[config.mk]
export PLATFORM = sky130hd
export DESIGN_NAME = instruction_fetch
export DESIGN_NICKNAME = d
export VERILOG_FILES = /design/src/rtl/instruction_fetch_pkg.sv /design/src/rtl/instruction_memory.sv /design/src/rtl/instruction_fetch.sv
export SDC_FILE = /design/constraint.sdc
export NUM_CORES = 2
export LEC_CHECK = 0
export CORE_UTILIZATION = 65
export DETAILED_ROUTE_END_ITERATION = 10
export HOLD_SLACK_MARGIN = 0.08
export PLACE_DENSITY_LB_ADDON = 0.05
export SYNTH_ARGS = -nofsm -noshare
export SYNTH_HDL_FRONTEND = slang
export SYNTH_SLANG_ARGS = --single-unit
[constraint.sdc]
create_clock -name clk -period 5.1 [get_ports clk]
set_input_delay 0.51 -clock clk [delete_from_list [all_inputs] [get_ports clk]]
set_output_delay 0.51 -clock clk [all_outputs]
set_load 0.03 [all_outputs]
[src/rtl/instruction_fetch_pkg.sv]
//------------------------------------------------------------------------------
// Module   : instruction_fetch_pkg
// Brief    : Shared constants, opcodes and FSM encoding for the fetch stage.
// Revision : 1.0
//------------------------------------------------------------------------------
`default_nettype none

package instruction_fetch_pkg;

    localparam int INSTR_W = 32;

    localparam logic [5:0] OP_RTYPE = 6'b000000;
    localparam logic [5:0] OP_HALT  = 6'b111111;

    typedef logic [1:0] fetch_state_t;
    localparam fetch_state_t ST_IDLE = 2'd0;
    localparam fetch_state_t ST_RUN  = 2'd1;
    localparam fetch_state_t ST_HALT = 2'd2;

    function automatic logic [5:0] opcode_of(input logic [INSTR_W-1:0] word);
        return word[INSTR_W-1:INSTR_W-6];
    endfunction

endpackage

`default_nettype wire

[src/rtl/instruction_memory.sv]
//------------------------------------------------------------------------------
// Module   : instruction_memory
// Brief    : IMEM_DEPTH x 32 program store, synchronous write, async read.
// Revision : 1.0
//------------------------------------------------------------------------------
`default_nettype none

module instruction_memory
    import instruction_fetch_pkg::*;
#(
    parameter int IMEM_DEPTH = 64,
    parameter int ADDR_W     = $clog2(IMEM_DEPTH)
) (
    input  logic               clk,
    input  logic               i_we,
    input  logic [ADDR_W-1:0]  i_waddr,
    input  logic [INSTR_W-1:0] i_wdata,
    input  logic [ADDR_W-1:0]  i_raddr,
    output logic [INSTR_W-1:0] o_rdata
);

    logic [INSTR_W-1:0] r_mem [IMEM_DEPTH];

    always_ff @(posedge clk) begin
        if (i_we) begin
            r_mem[i_waddr] <= i_wdata;
        end
    end

    assign o_rdata = r_mem[i_raddr];

endmodule

`default_nettype wire

[src/rtl/instruction_fetch.sv]
//------------------------------------------------------------------------------
// Module   : instruction_fetch
// Brief    : Single-issue fetch stage with program load, stall, redirect, halt.
// Revision : 1.0
//------------------------------------------------------------------------------
`default_nettype none

module instruction_fetch
    import instruction_fetch_pkg::*;
#(
    parameter int          IMEM_DEPTH = 64,
    parameter logic [31:0] RESET_PC   = 32'd0
) (
    input  logic                          clk,
    input  logic                          rst,
    input  logic                          load_en,
    input  logic [$clog2(IMEM_DEPTH)-1:0] load_addr,
    input  logic [INSTR_W-1:0]            load_data,
    input  logic                          start,
    input  logic                          stall,
    input  logic                          redirect_valid,
    input  logic [31:0]                   redirect_target,
    output logic [INSTR_W-1:0]            instruction,
    output logic                          instr_valid,
    output logic [31:0]                   instr_pc,
    output logic [31:0]                   pc,
    output logic                          halted,
    output logic [15:0]                   issued_count
);

    localparam int C_ADDR_W = $clog2(IMEM_DEPTH);

    fetch_state_t       r_state;
    fetch_state_t       w_next_state;
    logic [31:0]        r_pc;
    logic [INSTR_W-1:0] r_instruction;
    logic [31:0]        r_instr_pc;
    logic               r_instr_valid;
    logic [15:0]        r_issued_count;
    logic [INSTR_W-1:0] w_fetch_word;
    logic               w_load_we;
    logic               w_fetch_go;
    logic               w_fetch_halt;
    logic               w_halted;

    // Program loads only land while idle; a reset cycle never writes memory.
    assign w_load_we    = load_en && (r_state == ST_IDLE) && !rst;
    assign w_fetch_go   = (r_state == ST_RUN) && !redirect_valid && !stall;
    assign w_fetch_halt = (opcode_of(w_fetch_word) == OP_HALT);

    instruction_memory #(
        .IMEM_DEPTH (IMEM_DEPTH),
        .ADDR_W     (C_ADDR_W)
    ) u_imem (
        .clk     (clk),
        .i_we    (w_load_we),
        .i_waddr (load_addr),
        .i_wdata (load_data),
        .i_raddr (r_pc[C_ADDR_W-1:0]),
        .o_rdata (w_fetch_word)
    );

    always_ff @(posedge clk) begin
        if (rst) begin
            r_state <= ST_IDLE;
        end else begin
            r_state <= w_next_state;
        end
    end

    always_comb begin
        w_next_state = r_state;
        case (r_state)
            ST_IDLE: if (start) w_next_state = ST_RUN;
            ST_RUN:  if (w_fetch_go && w_fetch_halt) w_next_state = ST_HALT;
            ST_HALT: w_next_state = ST_HALT;
            default: w_next_state = ST_IDLE;
        endcase
    end

    always_comb begin
        w_halted = (r_state == ST_HALT);
    end

    // Redirect outranks both stall and halt detection; the halt word is never issued.
    always_ff @(posedge clk) begin
        if (rst) begin
            r_pc           <= RESET_PC;
            r_instruction  <= '0;
            r_instr_pc     <= '0;
            r_instr_valid  <= 1'b0;
            r_issued_count <= '0;
        end else if (r_state == ST_RUN) begin
            if (redirect_valid) begin
                r_pc          <= redirect_target;
                r_instr_valid <= 1'b0;
            end else if (!stall) begin
                if (w_fetch_halt) begin
                    r_instr_valid <= 1'b0;
                end else begin
                    r_instruction  <= w_fetch_word;
                    r_instr_pc     <= r_pc;
                    r_instr_valid  <= 1'b1;
                    r_pc           <= r_pc + 32'd1;
                    r_issued_count <= r_issued_count + 16'd1;
                end
            end
        end else begin
            r_instr_valid <= 1'b0;
        end
    end

    assign instruction  = r_instruction;
    assign instr_valid  = r_instr_valid;
    assign instr_pc     = r_instr_pc;
    assign pc           = r_pc;
    assign halted       = w_halted;
    assign issued_count = r_issued_count;

endmodule

`default_nettype wire

; After elaboration in Yosys (flattened, before gate mapping)
; Memories as Yosys holds them, arrays and structs flattened. A register that Yosys moved wholly into a read port is not among the register bits.
; Index checks and enable logic that the tools add are counted.
[op_classes]
bitwise = 4
muxes = 11
n_addsub = 2
n_reduce_logical = 13
n_eq_ne = 7
[op_table]
columns = cell, n
row1 = 2-to-1 mux 32 bit, 3
row2 = adder 32 x 1 -> 32 bit (second input constant), 1
row3 = adder 16 x 1 -> 16 bit (second input constant), 1
row4 = 2-to-1 mux 6 bit, 2
row5 = equality test 6 bit (second input constant), 1
row6 = != test 2 bit (second input constant), 3
row7 = case mux 2 bit (3 select lines), 1
row8 = logical AND 1 bit, 5
row9 = 2-to-1 mux 2 bit, 2
row10 = inverter 1 bit, 4
row11 = AND reduction 4 bit, 1
row12 = logical NOT 1 bit, 3
row13 = 2-to-1 mux 1 bit, 3
row14 = AND reduction 3 bit, 1
row15 = OR reduction 3 bit, 1
row16 = equality test 2 x 1 -> 1 bit (second input constant), 1
row17 = equality test 2 bit (second input constant), 1
row18 = logical NOT 2 bit, 1
row19 = != test 2 x 1 -> 1 bit (second input constant), 1
row20 = AND reduction 2 bit, 1
[totals]
regBits = 115
mem_count = 1
output_inout_bits = 114
input_bits = 76
wordCells = 44
ram_bits = 2048
[memory_table]
columns = memory, words, word_bits, read_ports, rd_clocked_by_memory_dff, write_ports, line
row1 = u_imem.r_mem, 64, 32, 1, 1, 1, instruction_memory.sv:22  ; logic [INSTR_W-1:0] r_mem [IMEM_DEPTH];

; Longest topological paths before layout
[depth]
word_depth = 6
depth_mapped = 17
mapped_depth_nobuf = 10

; Cells and area by module
; Synthesis repeated with hierarchy kept, for this count alone.
[unflattened]
cells_unflattened = 3956
area_unflattened_um2 = 83067.2
[by_module_without_submodules]
columns = mod, n_inst, seq_area_each_um2, area_each_um2, cells_each
row1 = instruction_memory, 1, 61499.0, 77874.7, 3292
row2 = instruction_fetch, 1, 2302.2, 5192.5, 664

; Least setup slack after synthesis
; No wires, ideal clock.
[synth_timing]
path_type = register to register
start = register (tool-made name)
end = register r_instruction[0], in the netlist instruction[0]
setup_time_ps = 132
required_ps = 4968
path_buffers = 7
setup_slack_ps = 1655
period_less_slack_ps = 3445
stages_incl_launch_ff = 13
arrival_ps = 3313
cell_sequence = dfxtp_1 -> buf_6 -> buf_6 -> buf_8 -> buf_6 -> buf_6 -> buf_6 -> buf_1 -> mux4_2 -> mux4_2 -> mux4_2 -> nand2_1 -> a21oi_1
[synth_rtl]
columns = item, line
row1 = "end signal, assigned", instruction_fetch.sv:101  ; r_instruction <= w_fetch_word;
row2 = "end, declared", instruction_fetch.sv:36  ; logic [INSTR_W-1:0] r_instruction;

==> metrics.sh <==
ROUTE.ANTENNA.REMAINING_NETS=0
SYN-CELL-AREA_SQ_MM=0.0837
FINISH.NET_COUNT=4251
SETUP_SLACK_AFTER_PLACEMENT_PS=842
FIRST_GLOBAL_VIAS=43000
DR.PASS1.ITERS=7
SYNTH_MUX_AREA_SHARE_PCT=17.8
GLOBALROUTE.TOTALOVERFLOW=0
AREA_OF_THE_MULTI_INPUT_GATES_SQ_MM=0.0192
PATH_CLK_SLEW_PS=60
CRITICAL_PATH.MAX_STAGE_DELAY_PS=840
CP.ARRIVAL_PS=5000
FINCLKSKEW_PS=23.7
CELLPOWERDENSITY_mW_PER_MM2=447
SYNTH_SIMPLE_GATE_AREA_SHARE_PCT=2.36
POST-CTS-SETUP-BUFFER-COUNT=0
REG2REG_SLACK_PS=760
HOLD_VIOLATIONS=0
LEAKAGEPOWER_nW=29.1
CRITICAL_PATH_PEAK_FANOUT=58
POST_SYN_NETS=3906
MAX_CLOCK_FREQ_GHz=0.231
TIMING.FINAL.SETUP_VIOLATIONS=0
FF_LATCH_AREA_SQ_MM=0.0639
SYNTH-MAIN-FF-CELL='edfxtp_1'
CTS_REPAIR_RESIZE_COUNT=0
DPL.HPWL_MM=126
WORSTHOLDENDPOINT='instr_pc[24]'
REG_TO_REG_END='instruction[22]'
SYNTHESIS.AREA_PER_INSTANCE_SQ_UM=21.9
TIMING_MAX_TRANSITION_VIOLATIONS_FINAL=0
NUMBER_OF_DISTINCT_LIBRARY_CELLS_AFTER_SYNTHESIS=70
CRIT_CHAIN='buf_4 -> buf_4 -> mux4_2 -> mux4_2 -> mux4_2 -> nand2_1 -> a21oi_1'
GRT_PASS1_WL_MM=317
TIMING.FINAL.WS_SETUP_PS=762
DRT_ITER0_MARKERS=6322
WORST_R2R_PATH_DEPTH=7
SETUP.WORST_PATH.END_CLASS='flop'
FILLERS=6942
VIA_COUNT=43100
FINAL.PERIOD_UTILIZATION_PCT=85.1
YOSYS_REGISTER_BITS=2169
WIRE_PER_INST_UM=37.4
ROOT_BUFFER='clkbuf_16'
FP-ROW-COUNT=131
CRITPATHBUFINV=2
PATH_DELAY_FAMILY='buffers and inverters'
ANTENNA_FOUND_INITIAL=8
SYNTH_ASYNC_SR_FLOP_SHARE_PCT=0
POST_DRT_VIA_CELL_RATIO=7.17
FINALWORSTPATHREQUIREDPERIOD_PS=4340
GLOBALROUTEMET2UTIL_PCT=55.4
DRC=0
GRT_USE_MET3_PCT=8.30
GROUTE.LAYER.MET1.USAGE_PCT=48.9
AREA_GROWTH_PCT=13.4
INITIAL_UTILIZATION_PCT=65.6
TIMING.SETUP.CRITICAL_PATH_CLASS='flop to flop'
FINAL_LAYOUT_SIZE_SUFFIX_GT1_SHARE_PCT=26.6
HP-CLASS='primary input to flop'
TRITONCTS='built'
CTS_MADE_BUFFERS=203
TOTALWIRELENGTH_MM=225
CLOCK_LATENCY_PS=830
YOSYS_WARNINGS=0
IOS=190
CLOCK_TREE.HTREE_LEVEL_COUNT=4
GRT_START_MAX_NET_PINS=136
SYNTH_COMPOUND_AREA_SHARE_PCT=1.98
SYNTH_TOP_AREA_CELL='edfxtp_1'
CORE_REGION_AREA_SQ_MM=0.128
CAP_VIOL_MAX_COUNT=0
POST_CTS_HOLD_BUFFER_COUNT=0
TIMING.HOLD.WORST_PATH_DEPTH=2
YOSYS.AREA_SHARE.ADDER_PCT=0.0897
STATUS='complete, no violations'
SYNTH_TOP_FAMILY_BY_AREA='multiplexers'
DIE_Y_UM=361
SYN-INSTANCE-COUNT=3824
SETUP_TOTAL_NEGATIVE_SLACK_PS=0
WORST_PATH_MOST_REPEATED_CELL='mux4_2'
SYNTH_EDF_COUNT=2048
TIMING.MAX_SLEW.REL_SLACK_PCT=13.4
RSZ_0062_RAISED_AFTER_GLOBAL_ROUTING='false'
WORSTPATHREQUIRED_PS=5760
TIGHTEST_SLEW_PS=1300
DIE_WIDTH_UM=361
DIE-AREA_SQ_MM=0.130
GP_CONGESTION=0.924
NUMPORTBUFFERS=189
GRTUSAGETOTAL_PCT=35.3
CLOCK_SINKS=2169
GRT-BUSIEST-LAYER='met2'
TOP_POST_SYNTHESIS_CELLS_BY_AREA='edfxtp_1 (73%), mux4_2 (16%), dfxtp_1 (2.9%)'
SYNTH_SEQ_AREA_SHARE_PCT=76.3
SYNTHDOMINANTCELLAREASHARE_PCT=73.4
SYNTHXORXNORAREAFRAC_PCT=0.0523
MIN-DELAY-START='rst'
TIMING.CRITICAL_PATH.FROM_TYPE='flop'
IRDROPWORSTVDD_uV=434
BUFS_ON_LONGEST_CLOCK_PATH=3
WORST_PATH_MAX_DELAY_CELL='dfxtp_4'
==> worst reg2reg max path: cells and delay by family (launching register included) <==
family | cells | cell delay [ps]
buffers and inverters | 2 | 1680
AND/OR/NAND/NOR | 1 | 90
AO/OA/AOI/OAI | 1 | 70
multiplexers | 3 | 1520
flip-flops | 1 | 840
==> placed cells by master, fill, tap and decap left out, drive strengths merged, types with 12 or more instances in the layout <==
master         Yosys  layout
edfxtp          2048    2048
mux4             595     595
clkbuf           119     289
buf               92     194
clkdlybuf4s50      0     157
nor2             151     151
mux2i            141     141
nand2            133     133
dfxtp            121     121
clkinv             0      72
a21oi             66      66
a22oi             40      40
nand3             39      39
o21ai             26      26
inv               18      23
nand4             16      16
a211oi            16      16
nor3              15      15
a31oi             14      14
and3              13      13
o31ai             13      13
nor2b             12      12
==> cells by family after synthesis <==
family | after synthesis
flops | 2169
mux | 745
simple gates | 430
compound gates | 240
buf+inv | 229
fa+ha+maj | 6
xor+xnor | 5
==> area by class of cell <==
class,instances,area share [%]
Clock buffer,289,5.96
Multi-Input combinational cell,1426,20.2
Timing Repair Buffer,351,3.53
Tap cell,1662,2.19
Sequential cell,2169,67.3
Antenna cell,3,0.00791
Inverter,18,0.0791
Clock inverter,91,0.708
==> Yosys cell counts (all sizes together), types with 3 or more instances <==
| master | count |
|---|---|
| edfxtp | 2048 |
| mux4 | 595 |
| nor2 | 151 |
| mux2i | 141 |
| nand2 | 133 |
| dfxtp | 121 |
| clkbuf | 119 |
| buf | 92 |
| a21oi | 66 |
| a22oi | 40 |
| nand3 | 39 |
| o21ai | 26 |
| inv | 18 |
| a211oi | 16 |
| nand4 | 16 |
| nor3 | 15 |
| a31oi | 14 |
| and3 | 13 |
| o31ai | 13 |
| nor2b | 12 |
| o211ai | 10 |
| mux2 | 9 |
| nor4 | 9 |
| a221oi | 8 |
| and2 | 7 |
| or4 | 7 |
| ha | 6 |
| nand2b | 6 |
| a311oi | 5 |
| a41o | 5 |
| nand3b | 5 |
| o32a | 5 |
| or3 | 5 |
| and4 | 4 |
| o2111ai | 4 |
| o22ai | 4 |
| o41ai | 4 |
| or2 | 4 |
| xnor2 | 4 |
| a2111oi | 3 |
| a32oi | 3 |
| o31a | 3 |
==> stage by stage <==
step | std cells | hold slack, ps | util (%) | cell area (sq um) | total power (W)
2_1_floorplan | 3824 | 451 | - | 83700 | 0.0259
3_3_place_gp | 5626 | 452 | 69.4 | 88600 | 0.0281
3_5_place_dp | 5626 | 453 | 69.4 | 88600 | 0.0283
4_1_cts | 6006 | 207 | 74.4 | 94900 | 0.0425
5_1_grt | 6008 | 261 | 74.4 | 94900 | 0.0435
6_report | 6009 | 261 | 74.4 | 94900 | 0.0424
==> sequential cells by signal (all words and copies together) (netlist names), named ones only <==
signal        cells
instr_pc         32
instr_valid       1
instruction      32
issued_count     16
pc               32
r_state           2
u_imem.r_mem   2048
==> routing by layer <==
metal,part of all wire (%),routed length [um]
met3,11,24800
met2,48,109000
met5,0.012,28
met4,4.3,9760
met1,36,81400
==> power by group <==
group          switching (W)  internal [W]  total (W)
clock                0.00636       0.00812     0.0145
combinational        0.00412       0.00382    0.00794
sequential          0.000344        0.0196     0.0200
total                 0.0108        0.0316     0.0424
==> worst max path at each step <==
stage,start,to,cells after the start
after CTS,flop,instruction[22],7
after floorplan,flop,instruction[0],12
after global placement,flop,instruction[22],7
final,flop,instruction[22],7
after global routing,flop,pc[7],10
after detailed placement,flop,instruction[23],7
Note: power is estimated with default switching activity, not from simulation.
